===== src/rtl/shift_arbiter_if.sv =====
// rtl/shift_arbiter_if.sv - request/response bundle for the shared shifter arbiter
interface shift_arbiter_if #(
    parameter int DATA_W = 16,
    parameter int AMT_W  = 5
);
    logic              req0_valid;
    logic              req0_ready;
    logic [DATA_W-1:0] req0_data;
    logic [AMT_W-1:0]  req0_shamt;
    logic [1:0]        req0_mode;

    logic              req1_valid;
    logic              req1_ready;
    logic [DATA_W-1:0] req1_data;
    logic [AMT_W-1:0]  req1_shamt;
    logic [1:0]        req1_mode;

    logic              rsp_valid;
    logic              rsp_ready;
    logic [DATA_W-1:0] rsp_data;
    logic              rsp_id;
    logic              rsp_err;
    logic              busy;

    modport slave (
        input  req0_valid, req0_data, req0_shamt, req0_mode,
        input  req1_valid, req1_data, req1_shamt, req1_mode,
        input  rsp_ready,
        output req0_ready, req1_ready,
        output rsp_valid, rsp_data, rsp_id, rsp_err, busy
    );

    modport master (
        output req0_valid, req0_data, req0_shamt, req0_mode,
        output req1_valid, req1_data, req1_shamt, req1_mode,
        output rsp_ready,
        input  req0_ready, req1_ready,
        input  rsp_valid, rsp_data, rsp_id, rsp_err, busy
    );
endinterface


===== src/rtl/shift_arbiter.sv =====
// rtl/shift_arbiter.sv - round-robin sequencer sharing one 16-bit SLL/SRA/ROR shifter
module shift_arbiter #(
    parameter int DATA_W = 16,
    parameter int AMT_W  = 5
) (
    input  logic            clk,
    input  logic            rst_n,
    shift_arbiter_if.slave  bus
);
    localparam logic [1:0] MODE_SLL = 2'b00;
    localparam logic [1:0] MODE_SRA = 2'b01;
    localparam logic [1:0] MODE_ROR = 2'b10;

    typedef enum logic [1:0] {IDLE, SHIFT1, SHIFT2, RESP} state_t;

    state_t            state_q, state_d;
    logic              ptr_q;
    logic [DATA_W-1:0] op_q, acc_q;
    logic [AMT_W-1:0]  amt_q;
    logic [1:0]        mode_q;
    logic              id_q;

    logic              rsp_valid_q, rsp_id_q, rsp_err_q;
    logic [DATA_W-1:0] rsp_data_q;

    logic              any_valid, grant_id, accept;
    logic [DATA_W-1:0] sel_data;
    logic [AMT_W-1:0]  sel_shamt;
    logic [1:0]        sel_mode;

    logic [DATA_W-1:0] sh_in, sh_out;
    logic [3:0]        sh_amt;
    logic [AMT_W-1:0]  amt_rem;
    logic [2*DATA_W-1:0] rot_dbl;
    logic              two_pass;

    // Grant selection: pointer owner wins a tie, otherwise the sole requester
    always_comb begin
        any_valid = bus.req0_valid | bus.req1_valid;
        grant_id  = (bus.req0_valid && bus.req1_valid) ? ptr_q : bus.req1_valid;
        accept    = (state_q == IDLE) && any_valid;
        sel_data  = grant_id ? bus.req1_data  : bus.req0_data;
        sel_shamt = grant_id ? bus.req1_shamt : bus.req0_shamt;
        sel_mode  = grant_id ? bus.req1_mode  : bus.req0_mode;
    end

    // Shifter operand/amount come only from latched state; amounts above 15 split over two passes
    always_comb begin
        two_pass = (mode_q != MODE_ROR) && amt_q[AMT_W-1];
        amt_rem  = amt_q - AMT_W'(15);
        sh_in    = op_q;
        sh_amt   = amt_q[3:0];
        if (state_q == SHIFT2) begin
            sh_in  = acc_q;
            sh_amt = amt_rem[AMT_W-1] ? 4'hF : amt_rem[3:0];
        end else if (two_pass) begin
            sh_amt = 4'hF;
        end
    end

    // The shared 16-bit shifter
    always_comb begin
        rot_dbl = {sh_in, sh_in} >> sh_amt;
        case (mode_q)
            MODE_SLL: sh_out = sh_in << sh_amt;
            MODE_SRA: sh_out = DATA_W'($signed(sh_in) >>> sh_amt);
            MODE_ROR: sh_out = rot_dbl[DATA_W-1:0];
            default:  sh_out = sh_in;
        endcase
    end

    // Next-state logic
    always_comb begin
        state_d = state_q;
        case (state_q)
            IDLE:    if (any_valid) state_d = (sel_mode == 2'b11) ? RESP : SHIFT1;
            SHIFT1:  state_d = two_pass ? SHIFT2 : RESP;
            SHIFT2:  state_d = RESP;
            RESP:    if (bus.rsp_ready) state_d = IDLE;
            default: state_d = IDLE;
        endcase
    end

    // State register
    always_ff @(posedge clk or negedge rst_n) begin
        if (!rst_n) state_q <= IDLE;
        else        state_q <= state_d;
    end

    // Latch the granted request, rotate the pointer, keep the first-pass result
    always_ff @(posedge clk or negedge rst_n) begin
        if (!rst_n) begin
            ptr_q  <= 1'b0;
            op_q   <= '0;
            acc_q  <= '0;
            amt_q  <= '0;
            mode_q <= MODE_SLL;
            id_q   <= 1'b0;
        end else if (accept) begin
            ptr_q  <= ~grant_id;
            op_q   <= sel_data;
            amt_q  <= sel_shamt;
            mode_q <= sel_mode;
            id_q   <= grant_id;
        end else if (state_q == SHIFT1) begin
            acc_q  <= sh_out;
        end
    end

    // Response register: loaded on entry to RESP, held until the consumer takes it
    always_ff @(posedge clk or negedge rst_n) begin
        if (!rst_n) begin
            rsp_valid_q <= 1'b0;
            rsp_data_q  <= '0;
            rsp_id_q    <= 1'b0;
            rsp_err_q   <= 1'b0;
        end else if (state_q != RESP && state_d == RESP) begin
            rsp_valid_q <= 1'b1;
            rsp_data_q  <= (state_q == IDLE) ? sel_data : sh_out;
            rsp_id_q    <= (state_q == IDLE) ? grant_id : id_q;
            rsp_err_q   <= (state_q == IDLE);
        end else if (state_q == RESP && bus.rsp_ready) begin
            rsp_valid_q <= 1'b0;
        end
    end

    assign bus.req0_ready = accept && !grant_id;
    assign bus.req1_ready = accept &&  grant_id;
    assign bus.rsp_valid  = rsp_valid_q;
    assign bus.rsp_data   = rsp_data_q;
    assign bus.rsp_id     = rsp_id_q;
    assign bus.rsp_err    = rsp_err_q;
    assign bus.busy       = (state_q != IDLE);
endmodule

===== src/flat_wrapper.sv =====
// flat-port wrapper written by rule: the top's interface ports become plain ports
module shift_arbiter_flat 
#(
    parameter int DATA_W = 16,
    parameter int AMT_W  = 5
)
  (clk, rst_n, bus_req0_valid, bus_req0_data, bus_req0_shamt, bus_req0_mode, bus_req1_valid, bus_req1_data, bus_req1_shamt, bus_req1_mode, bus_rsp_ready, bus_req0_ready, bus_req1_ready, bus_rsp_valid, bus_rsp_data, bus_rsp_id, bus_rsp_err, bus_busy);
  shift_arbiter_if #(.DATA_W(DATA_W), .AMT_W(AMT_W)) bus_i ();
  input  logic clk;
  input  logic rst_n;
  input wire logic [$bits(bus_i.req0_valid)-1:0] bus_req0_valid;
  input wire logic [$bits(bus_i.req0_data)-1:0] bus_req0_data;
  input wire logic [$bits(bus_i.req0_shamt)-1:0] bus_req0_shamt;
  input wire logic [$bits(bus_i.req0_mode)-1:0] bus_req0_mode;
  input wire logic [$bits(bus_i.req1_valid)-1:0] bus_req1_valid;
  input wire logic [$bits(bus_i.req1_data)-1:0] bus_req1_data;
  input wire logic [$bits(bus_i.req1_shamt)-1:0] bus_req1_shamt;
  input wire logic [$bits(bus_i.req1_mode)-1:0] bus_req1_mode;
  input wire logic [$bits(bus_i.rsp_ready)-1:0] bus_rsp_ready;
  output wire logic [$bits(bus_i.req0_ready)-1:0] bus_req0_ready;
  output wire logic [$bits(bus_i.req1_ready)-1:0] bus_req1_ready;
  output wire logic [$bits(bus_i.rsp_valid)-1:0] bus_rsp_valid;
  output wire logic [$bits(bus_i.rsp_data)-1:0] bus_rsp_data;
  output wire logic [$bits(bus_i.rsp_id)-1:0] bus_rsp_id;
  output wire logic [$bits(bus_i.rsp_err)-1:0] bus_rsp_err;
  output wire logic [$bits(bus_i.busy)-1:0] bus_busy;
  assign bus_i.req0_valid = bus_req0_valid;
  assign bus_i.req0_data = bus_req0_data;
  assign bus_i.req0_shamt = bus_req0_shamt;
  assign bus_i.req0_mode = bus_req0_mode;
  assign bus_i.req1_valid = bus_req1_valid;
  assign bus_i.req1_data = bus_req1_data;
  assign bus_i.req1_shamt = bus_req1_shamt;
  assign bus_i.req1_mode = bus_req1_mode;
  assign bus_i.rsp_ready = bus_rsp_ready;
  assign bus_req0_ready = bus_i.req0_ready;
  assign bus_req1_ready = bus_i.req1_ready;
  assign bus_rsp_valid = bus_i.rsp_valid;
  assign bus_rsp_data = bus_i.rsp_data;
  assign bus_rsp_id = bus_i.rsp_id;
  assign bus_rsp_err = bus_i.rsp_err;
  assign bus_busy = bus_i.busy;
  shift_arbiter #(.DATA_W(DATA_W), .AMT_W(AMT_W)) u_core (.clk(clk), .rst_n(rst_n), .bus(bus_i));
endmodule

===== config.mk =====
export PLATFORM = sky130hd
export DESIGN_NAME = shift_arbiter_flat
export DESIGN_NICKNAME = d
export VERILOG_FILES = /design/src/rtl/shift_arbiter_if.sv /design/src/rtl/shift_arbiter.sv /design/src/flat_wrapper.sv
export SDC_FILE = /design/constraint.sdc
export NUM_CORES = 1
export LEC_CHECK = 0
export BUFFER_PORTS_ARGS = -buffer_cell sky130_fd_sc_hd__buf_2
export CORE_MARGIN = 2
export CORE_UTILIZATION = 57
export CTS_CLUSTER_DIAMETER = 150
export DETAILED_ROUTE_END_ITERATION = 10
export GPL_TIMING_DRIVEN = 0
export PLACE_DENSITY = 0.86
export REMOVE_ABC_BUFFERS = 1
export SKIP_CTS_REPAIR_TIMING = 1
export SLEW_MARGIN = 10
export SYNTH_ARGS = -nofsm -noshare
export SYNTH_HDL_FRONTEND = slang
export SYNTH_SLANG_ARGS = --single-unit

===== constraint.sdc =====
create_clock -name clk -period 7.45 [get_ports clk]
set_clock_uncertainty 0.15 [all_clocks]
set_input_delay 0.3725 -clock clk [delete_from_list [all_inputs] [get_ports clk]]
set_output_delay 0.3725 -clock clk [all_outputs]
set_load 0.01 [all_outputs]

# Word level (Yosys, flattened, before mapping)
# Cells that the tools add are included.
# totals
in_bits	51
elab_cells	58
output_inout_bits	22
ff_bits	62
# classes
mux	18
shifts	3
n_bitwise	3
eq_ne	9
reduce_logical	13
add_sub_neg	1
# ops
operator	count
$mux W16	3
$pmux W16 S3	1
$shr A32 B4 Y16	1
$shl A16 B4 Y16	1
$sshr A16 B4 Y16	1
$mux W4	3
$eq A2 B2 Y1 const B	5
$mux W2	4
$pmux W2 S4	1
$logic_and A1 B1 Y1	7
$mux W1	5
$mux W5	1
$sub A5 B4 Y5 const B	1
$eq A2 B1 Y1 const B	2
$logic_not A2 Y1	2
$ne A2 B2 Y1 const B	2
$reduce_bool A2 Y1	2
$not A1 Y1	2
$reduce_and A2 Y1	1
$logic_not A1 Y1	1
$or A1 B1 Y1	1

# Logic depth before layout (Yosys ltp)
# Gate-level depths: netlist of the first run.
# logic_depth
word_depth	10
ltp_mapped	13
ltp_nobuf	10

# Worst setup path after synthesis of the first run
# No wires, ideal clock.
# synth_path
path_kind	register -> register
from	register u_core.amt_q[1]
to	register u_core.rsp_data_q[13], in the netlist u_core.bus.rsp_data[13]
path_stages_with_launch	12
setup_ns	0.128
t_required_ns	7.172
arrival_ns	2.561
setup_slack_ns	4.611
period_less_slack_ns	2.839
path_buffers	1
cell_sequence	dfrtp_1 -> ha_1 -> or4bb_1 -> o32ai_1 -> buf_6 -> nor2_8 -> o21ai_2 -> mux2i_1 -> o21ai_1 -> o221ai_1 -> nor4_1 -> o21ai_1
# synth_via
elab_chain_cells	6
elab_cells_between_ends	9
cone_classes	add/sub: 1; shift: 3; mux: 5
# synth_rtl
element	line_no	text
start, declared	shift_arbiter.sv:19	logic [AMT_W-1:0] amt_q;
start signal, assigned	shift_arbiter.sv:102	amt_q <= sel_shamt;
$sub A5 B4 Y5	shift_arbiter.sv:50	amt_rem = amt_q - AMT_W'(15);
$mux W4	shift_arbiter.sv:55	sh_amt = amt_rem[AMT_W-1] ? 4'hF : amt_rem[3:0];
$mux W4 *	shift_arbiter.sv:53	if (state_q == SHIFT2) begin
$shr A32 B4 Y16 (tied with other cells)	shift_arbiter.sv:63	rot_dbl = {sh_in, sh_in} >> sh_amt;
$pmux W16 S3 *	shift_arbiter.sv:64	case (mode_q)
$mux W16 *	shift_arbiter.sv:119	rsp_data_q <= (state_q == IDLE) ? sel_data : sh_out;
end signal, assigned	shift_arbiter.sv:119	
end, declared	shift_arbiter.sv:24	logic [DATA_W-1:0] rsp_data_q;
# Mark *: on every way between the ends. The rest lies on a longest branch, timed or not.
# A chain may end at the register's enable or synchronous reset.

# Final worst setup path of the first run
# layout_path
from	register u_core.state_q[1]
to	register u_core.rsp_data_q[3], in the netlist u_core.bus.rsp_data[3]
# layout_via
elab_chain_cells	5
elab_cells_between_ends	17
cone_classes	eq/ne: 5; shift: 3; mux: 7; reduce/logical: 2
# layout_rtl
element	line_no	text
start, declared	shift_arbiter.sv:16	state_t state_q, state_d;
start signal, assigned	shift_arbiter.sv:87	else state_q <= state_d;
$eq A2 B2 Y1	shift_arbiter.sv:53, shift_arbiter.sv:75	
$mux W16 / $mux W4 (equally long branches)	shift_arbiter.sv:53	
$shr A32 B4 Y16 (tied with other cells)	shift_arbiter.sv:63	
$pmux W16 S3	shift_arbiter.sv:64	
$mux W16	shift_arbiter.sv:119	
# Several ways; a longest one is shown, not always the timed one.

==> flow_metrics.env, run 1 <==
export IMPL_outcome="finished with violations"
export IMPL_violations="hold timing"
export IMPL_die_area_um2=10400
export IMPL_worst_path_buf_inv=0
export IMPL_crit_path_top_delay_cell="nor2b_2"
export IMPL_ff2ff_setup_slack_ps=2790
export IMPL_worst_pin_slew_ps=1230
export IMPL_grt_pass1_wl_mm=33.3
export IMPL_wl_met1_mm=8.44
export IMPL_io_pins=73
export IMPL_firstDrtPassIters=6
export IMPL_final_layout_size_suffix_gt1_frac=0.174
export IMPL_vias=6341
export IMPL_grt_overflow_total=0
export IMPL_synth_compound_area_share=0.320
export IMPL_maxCapViolations=0
export IMPL_num_rows=35
export IMPL_slew_headroom=0.177
export IMPL_finalCritPeriodShare=0.625
export IMPL_required_ps=7570
export IMPL_grt_pass1_vias=5992
export IMPL_layout_commonest_cell="nand2_1"
export IMPL_setup_slack_ps=2790
export IMPL_drc=0
export IMPL_synth_area_per_cell_um2=7.56
export IMPL_arrival_ps=4780
export IMPL_routed_wl_mm=21.1
export IMPL_synth_top_family_by_area="compound AO/OA/AOI/OAI gates"
export IMPL_synth_edf_count=0
export IMPL_async_flop_share=1.00
export IMPL_synth_area_um2=5470
export IMPL_root_buffer="clkbuf_8"
export IMPL_dieWidth_um=102
export IMPL_vias_per_cell=7.13
export IMPL_worstSetupPathType="reg -> reg"
export IMPL_grt_max_degree=63
export IMPL_yosys_area_top_type="dfrtp_1"
export IMPL_initial_core_util=0.589
export IMPL_wl_met3_mm=2.28
export IMPL_finalHoldViolCount=50
export IMPL_dp_slack_ps=2930
export IMPL_fin_nets=807
export IMPL_worstSetupEndpointType="register"
export IMPL_synth_simple_gate_area_frac=0.233
export IMPL_grt_setup_unrepaired="no"
export IMPL_cpMostUsedCell="o21ai_1"
export IMPL_ys_seq_area_frac=0.284
export IMPL_clock_tree_buffer_depth=2
export IMPL_clkSlewWorstSetupHoldPaths_ps=70
export IMPL_ys_ff_latch=62
export IMPL_setup_viol=0
export IMPL_synth_top_flop_cell="dfrtp_1"
export IMPL_top_layer="met4"
export IMPL_synth_top_area_share=0.284
export IMPL_numCtsBuffers=9
export IMPL_io_buffers=72
export IMPL_synth_xor_xnor_area_share=0.00160
export IMPL_drt_initial_drc_count=830
export IMPL_layout_common_cells="129 x nand2_1, 77 x o21ai_0, 71 x buf_2"
export IMPL_area_delta_synth_final_pct=11.1
export IMPL_core_um2=9280
export IMPL_synth_cells=724
export IMPL_cp_cell_sequence="nor2b_2 -> a22oi_2 -> o21ai_2 -> o21ai_1 -> o21ai_1 -> a211oi_1 -> o32ai_1 -> nand2_1 -> a21oi_1"
export IMPL_clkLatencyLatePin_ps=350
export IMPL_cts_max_level=3
export IMPL_cp_start_kind="register"
export IMPL_crit_family="compound AO/OA/AOI/OAI gates"
export IMPL_placed_area_um2=5840
export IMPL_wl_met2_mm=9.72
export IMPL_setup_tns_ps=0
export IMPL_slew_violations=0
export IMPL_finalWeightedCongestion=1.01
export IMPL_cts_tree="built"
export IMPL_synthMuxAreaShare=0.0869
export IMPL_fmax_mhz=215
export IMPL_synthTopCellsByArea="dfrtp_1 28%, nand2_1 8.8%, mux2i_1 7.9%, o21ai_0 7.0%, nand3_1 4.4%"
export IMPL_dp_hpwl_mm=15.6
export IMPL_design_area_um2=6080
export IMPL_ys_types=74
export IMPL_wire_per_inst_um=23.7
export IMPL_hold_ws_ps=-54.2
export IMPL_antenna_cells=0
export IMPL_hp_class="in -> async"
export IMPL_period_minus_slack_ps=4660
export IMPL_die_h_um=102
export IMPL_grtUsageTotal=0.419
export IMPL_cpPeakStageDelay_ps=830
export IMPL_yosysWarnings=0
export IMPL_synth_fa_ha_area_frac=0.00434
export IMPL_antenna_found_initial=0
export IMPL_ant_nets=0
export IMPL_n_fill_cell=802
export IMPL_critPathMaxFanout=18
export IMPL_cts_sinks=62
==> cell usage after synthesis (10+ instances only) <==
master	count
buf_6	10
nand3_1	48
a31oi_1	14
clkbuf_1	22
buf_2	20
nand4_1	11
o21ai_0	77
a21oi_1	37
nand2_1	129
nor2_1	41
o211ai_1	27
nor3_1	14
dfrtp_1	62
o21ai_1	25
o22ai_1	16
mux2i_1	43
==> layout make-up <==
type                            count  area, um^2  area share
Tap cell                          129         161      0.0266
Clock buffer                       11         151      0.0249
Clock inverter                      5        81.3      0.0134
Inverter                            8        30.0     0.00494
Multi-Input combinational cell    594        3600       0.592
Timing Repair Buffer               80         502      0.0826
Sequential cell                    62        1550       0.255
==> sequential cells by signal, summed over array words and instances (netlist names) <==
name	flops
u_core.ptr_q	1
u_core.op_q	16
u_core.acc_q	16
u_core.mode_q	2
u_core.bus.rsp_data	16
u_core.bus.rsp_err	1
u_core.amt_q	5
u_core.bus.rsp_valid	1
u_core.state_q	2
u_core.bus.rsp_id	1
u_core.id_q	1
==> per-stage QoR <==
stage | std cells | utilization
after floorplan | 664 | -
after global placement | 865 | 0.608
after detailed placement | 873 | 0.629
after CTS | 889 | 0.654
after global routing | 889 | 0.655
final | 889 | 0.655
==> worst register-to-register path, delay by kind of cell (launching register included) <==
family           cells  cell delay, ps
flip-flops           1             670
AND/OR/NAND/NOR      2             990
AO/OA/AOI/OAI        7            2770
==> metal layers <==
layer | up-vias | track usage
li1 | 2777 | -
met4 | 0 | 0.144
met2 | 445 | 0.666
met1 | 3054 | 0.578
met3 | 65 | 0.0766
met5 | - | 0
==> cell families after synthesis <==
| logic type | after synthesis |
|---|---|
| simple gates | 275 |
| compound gates | 269 |
| buf+inv | 68 |
| fa+ha+maj | 2 |
| flops | 62 |
| mux | 47 |
| xor+xnor | 1 |
==> final timing paths <==
path                                        startpoint                                 end  cells past startpoint
max                        u_core.state_q[1]$_DFF_PN0_  u_core.bus.rsp_data[3]$_DFFE_PN0P_                      9
min                                              rst_n         u_core.state_q[1]$_DFF_PN0_                      1
max reg2reg                u_core.state_q[1]$_DFF_PN0_  u_core.bus.rsp_data[3]$_DFFE_PN0P_                      9
min reg2reg                 u_core.op_q[2]$_DFFE_PN0P_          u_core.op_q[2]$_DFFE_PN0P_                      2
max in group asynchronous                        rst_n          u_core.op_q[0]$_DFFE_PN0P_                      1
min in group clk                     bus_req1_shamt[0]         u_core.amt_q[0]$_DFFE_PN0P_                      3
Power of run 1 is left out: the tool's default activity adds up to more than one toggle a clock period on the data nets, which glitch-free logic cannot reach.
==> run 2, diff against run 1 <==
==> constraint.sdc (replaced) <==
create_clock -name clk -period 4.4 [get_ports clk]
set_clock_uncertainty 0.15 [all_clocks]
set_input_delay 0.22 -clock clk [delete_from_list [all_inputs] [get_ports clk]]
set_output_delay 0.22 -clock clk [all_outputs]
set_load 0.01 [all_outputs]
==> flow_metrics.env, run 2 (same netlist as run 1, synthesis figures left out) <==
export IMPL_dieWidth_um=102
export IMPL_root_buffer="clkbuf_8"
export IMPL_area_delta_synth_final_pct=11.8
export IMPL_drt_initial_drc_count=728
export IMPL_worst_pin_slew_ps=1230
export IMPL_vias=6357
export IMPL_clkSlewWorstSetupHoldPaths_ps=80
export IMPL_wire_per_inst_um=23.8
export IMPL_finalHoldViolCount=0
export IMPL_required_ps=4440
export IMPL_wl_met2_mm=9.74
export IMPL_dp_cells=873
export IMPL_grt_setup_unrepaired="no"
export IMPL_grt_max_degree=63
export IMPL_wl_met1_mm=8.48
export IMPL_fmax_mhz=237
export IMPL_period_minus_slack_ps=4220
export IMPL_numCtsBuffers=9
export IMPL_setup_viol=0
export IMPL_clock_tree_buffer_depth=2
export IMPL_antenna_found_initial=0
export IMPL_setup_slack_ps=176
export IMPL_num_rows=35
export IMPL_hp_class="in -> reg"
export IMPL_die_area_um2=10400
export IMPL_cts_max_level=3
export IMPL_cp_start_kind="register"
export IMPL_wl_met3_mm=2.31
export IMPL_antenna_cells=0
export IMPL_stdcell_count=891
export IMPL_cts_sinks=62
export IMPL_io_pins=73
export IMPL_finalCritPeriodShare=0.960
export IMPL_drc=0
export IMPL_grtUsageTotal=0.419
export IMPL_worstSetupPathType="reg -> reg"
export IMPL_final_layout_size_suffix_gt1_frac=0.175
export IMPL_grt_overflow_total=0
export IMPL_dp_hpwl_mm=15.6
export IMPL_ant_nets=0
export IMPL_dp_slack_ps=-119
export IMPL_grt_pass1_vias=5992
export IMPL_firstDrtPassIters=6
export IMPL_core_um2=9280
export IMPL_ff2ff_setup_slack_ps=180
export IMPL_vias_per_cell=7.13
export IMPL_slew_headroom=0.179
export IMPL_die_h_um=102
export IMPL_slew_violations=0
export IMPL_clkLatencyLatePin_ps=350
export IMPL_worstSetupEndpointType="register"
export IMPL_n_fill_cell=794
export IMPL_top_layer="met4"
export IMPL_maxCapViolations=0
export IMPL_arrival_ps=4270
export IMPL_outcome="complete, no violations"
export IMPL_cts_tree="built"
export IMPL_grt_pass1_wl_mm=33.3
export IMPL_finalWeightedCongestion=1.01
export IMPL_critPathMaxFanout=14
export IMPL_layout_common_cells="129 x nand2_1, 77 x o21ai_0, 71 x buf_2"
export IMPL_layout_commonest_cell="nand2_1"
export IMPL_initial_core_util=0.589
export IMPL_io_buffers=72
export IMPL_fin_nets=809
export IMPL_routed_wl_mm=21.3
-- run 2: worst paths after layout --
check / cells past startpoint / endpoint / from
max: 11 / u_core.acc_q[12]$_DFFE_PN0P_ / u_core.amt_q[0]$_DFFE_PN0P_
min: 3 / u_core.amt_q[0]$_DFFE_PN0P_ / bus_req1_shamt[0]
max reg2reg: 11 / u_core.acc_q[12]$_DFFE_PN0P_ / u_core.amt_q[0]$_DFFE_PN0P_
min reg2reg: 2 / u_core.op_q[2]$_DFFE_PN0P_ / u_core.op_q[2]$_DFFE_PN0P_
max in group asynchronous: 2 / u_core.op_q[0]$_DFFE_PN0P_ / rst_n
min in group asynchronous: 2 / u_core.ptr_q$_DFFE_PN0P_ / rst_n
-- run 2: layout make-up --
cell class	instances	area (um^2)	area share
flip-flops and latches	62	1550	0.254
inverters	8	30.0	0.00491
repair buffers	81	512	0.0837
well taps	129	161	0.0264
clock buffers	11	151	0.0248
multi-input cells	595	3630	0.593
clock inverters	5	81.3	0.0133
-- run 2: worst max-delay path, stage by stage, from the launching register on --
cell,delay [ps]
dfrtp_1,490
ha_1,590
or4bb_1,610
o32ai_2,270
buf_4,280
o21ai_0,250
nand2_2,170
o21ai_0,210
o2bb2ai_1,430
a221oi_1,160
nor3_1,290
o21ai_0,150
-- run 2: stage by stage --
step | utilization | area, um^2 | hold slack (ps) | TNS, ps
after floorplan | - | 5120 | -226 | 0
after global placement | 0.608 | 5640 | 307 | -30370
after detailed placement | 0.629 | 5840 | 202 | -262
after CTS | 0.654 | 6080 | -169 | -406
after global routing | 0.659 | 6120 | 57.4 | 0
final | 0.659 | 6120 | 7.83 | 0
-- run 2: metal layers --
metal / vias to the layer above / track usage
met5: - / 0
met4: 0 / 0.144
met3: 66 / 0.0766
met2: 448 / 0.666
met1: 3048 / 0.578
li1: 2795 / -
Power of run 2 is left out for the same reason.
==> run 3, diff against run 2 <==
--- a/config.mk
+++ b/config.mk
@@ -7,11 +7,10 @@
 export LEC_CHECK = 0
 export BUFFER_PORTS_ARGS = -buffer_cell sky130_fd_sc_hd__buf_2
 export CORE_MARGIN = 2
-export CORE_UTILIZATION = 57
+export CORE_UTILIZATION = 50
 export CTS_CLUSTER_DIAMETER = 150
 export DETAILED_ROUTE_END_ITERATION = 10
-export GPL_TIMING_DRIVEN = 0
-export PLACE_DENSITY = 0.86
+export PLACE_DENSITY = 0.8
 export REMOVE_ABC_BUFFERS = 1
 export SKIP_CTS_REPAIR_TIMING = 1
 export SLEW_MARGIN = 10
==> constraint.sdc (replaced) <==
create_clock -name clk -period 3.8 [get_ports clk]
set_clock_uncertainty 0.15 [all_clocks]
set_input_delay 0.19 -clock clk [delete_from_list [all_inputs] [get_ports clk]]
set_output_delay 0.19 -clock clk [all_outputs]
set_load 0.01 [all_outputs]
==> flow_metrics.env, run 3 (same netlist as run 1, synthesis figures left out) <==
export IMPL_outcome="finished with violations"
export IMPL_violations="hold timing"
export IMPL_slew_headroom=0.315
export IMPL_fmax_mhz=265
export IMPL_die_area_um2=11800
export IMPL_core_um2=10700
export IMPL_ff2ff_setup_slack_ps=30
export IMPL_finalHoldViolCount=5
export IMPL_vias=6586
export IMPL_grt_setup_unrepaired="no"
export IMPL_dp_hpwl_mm=17.1
export IMPL_num_rows=38
export IMPL_grt_overflow_total=0
export IMPL_setup_viol=0
export IMPL_firstDrtPassIters=8
export IMPL_required_ps=3860
export IMPL_drc=0
export IMPL_numCtsBuffers=9
export IMPL_io_buffers=72
export IMPL_finalWeightedCongestion=1.13
export IMPL_cp_start_kind="register"
export IMPL_reg2reg_depth=13
export IMPL_area_delta_synth_final_pct=18.2
export IMPL_clkSlewWorstSetupHoldPaths_ps=80
export IMPL_antenna_found_initial=0
export IMPL_initial_core_util=0.509
export IMPL_antenna_cells=0
export IMPL_die_h_um=109
export IMPL_layout_common_cells="129 x nand2_1, 76 x o21ai_0, 72 x buf_2"
export IMPL_ant_nets=0
export IMPL_n_fill_cell=1028
export IMPL_r2r_end="u_core.acc_q[12]$_DFFE_PN0P_"
export IMPL_slew_violations=0
export IMPL_critPathMaxFanout=8
export IMPL_setup_slack_ps=27.5
export IMPL_finalCritPeriodShare=0.993
export IMPL_hold_ws_ps=-20.9
export IMPL_grt_pass1_vias=6044
export IMPL_grt_max_degree=45
export IMPL_routed_wl_mm=22.8
export IMPL_fin_nets=870
export IMPL_final_util=0.602
export IMPL_cts_max_level=3
export IMPL_r2r_start="u_core.amt_q[1]$_DFFE_PN0P_"
export IMPL_worstSetupEndpointType="register"
export IMPL_drt_initial_drc_count=865
export IMPL_io_pins=73
export IMPL_layout_commonest_cell="nand2_1"
export IMPL_hold_start="bus_req0_shamt[4]"
export IMPL_root_buffer="clkbuf_8"
export IMPL_wire_per_inst_um=23.7
export IMPL_final_layout_size_suffix_gt1_frac=0.225
export IMPL_hp_class="in -> reg"
export IMPL_maxCapViolations=0
export IMPL_min_path_cells=3
export IMPL_holdPathEnd="u_core.amt_q[4]$_DFFE_PN0P_"
export IMPL_dieWidth_um=109
export IMPL_period_minus_slack_ps=3770
export IMPL_grtUsageTotal=0.390
export IMPL_cts_tree="built"
export IMPL_clock_tree_buffer_depth=2
export IMPL_cts_sinks=62
export IMPL_worstSetupPathType="reg -> reg"
export IMPL_setup_tns_ps=0
export IMPL_clkLatencyLatePin_ps=370
export IMPL_arrival_ps=3830
export IMPL_grt_pass1_wl_mm=34.3
export IMPL_worst_pin_slew_ps=1030
export IMPL_dp_slack_ps=188
export IMPL_vias_per_cell=6.84
run 3: cell types whose count changed in the layout (fill, tap and decap cells not counted), sizes merged:
cell and delta:
nor2 -1, dlygate4sd3 +3, clkbuf -1, buf +59, inv +1
run 3: critical path, cell delays in order, from the launching register on:
cell	delay (ps)
dfrtp_1	450
ha_1	330
or4bb_1	490
o32ai_1	170
buf_4	200
buf_4	170
o21ai_0	200
a21oi_1	200
a21oi_1	80
o21ai_0	320
o21ai_0	190
nor3_1	390
buf_4	180
o21ai_0	90
run 3: how the worst max path moves through the flow:
stage,depth (start not counted),endpoint,startpoint
3_5_place_dp,13,u_core.acc_q[12]$_DFFE_PN0P_,u_core.amt_q[1]$_DFFE_PN0P_
6_report,13,u_core.acc_q[12]$_DFFE_PN0P_,u_core.amt_q[1]$_DFFE_PN0P_
2_1_floorplan,9,u_core.acc_q[5]$_DFFE_PN0P_,u_core.state_q[0]$_DFF_PN0_
4_1_cts,13,u_core.acc_q[12]$_DFFE_PN0P_,u_core.amt_q[1]$_DFFE_PN0P_
5_1_grt,12,u_core.acc_q[3]$_DFFE_PN0P_,u_core.state_q[1]$_DFF_PN0_
3_3_place_gp,13,u_core.acc_q[12]$_DFFE_PN0P_,u_core.amt_q[1]$_DFFE_PN0P_
run 3: final cells by class:
cell class / instances / area [um^2] / area share
sequential: 62 / 1550 / 0.240
tap: 140 / 175 / 0.0271
inverter: 8 / 30.0 / 0.00464
multi-input combinational: 594 / 3560 / 0.551
clock inverter: 6 / 93.8 / 0.0145
clock buffer: 10 / 138 / 0.0213
timing repair buffer: 143 / 916 / 0.142
run 3: through the flow:
step	area (um^2)	std cells	hold WS, ps
floorplan	5120	664	-256
global placement	6190	943	244
detailed placement	6190	943	261
CTS	6420	959	-136
global route	6470	963	0.133
finish	6470	963	-20.9
run 3: metal layers:
metal  wire [um]  global-route usage  vias up
met2        9790               0.574      502
met1        9190               0.542     3078
met5           0                   0        -
li1            -                   -     2902
met4        1080               0.187        0
met3        2770              0.0867      104
Power of run 3 is left out for the same reason.
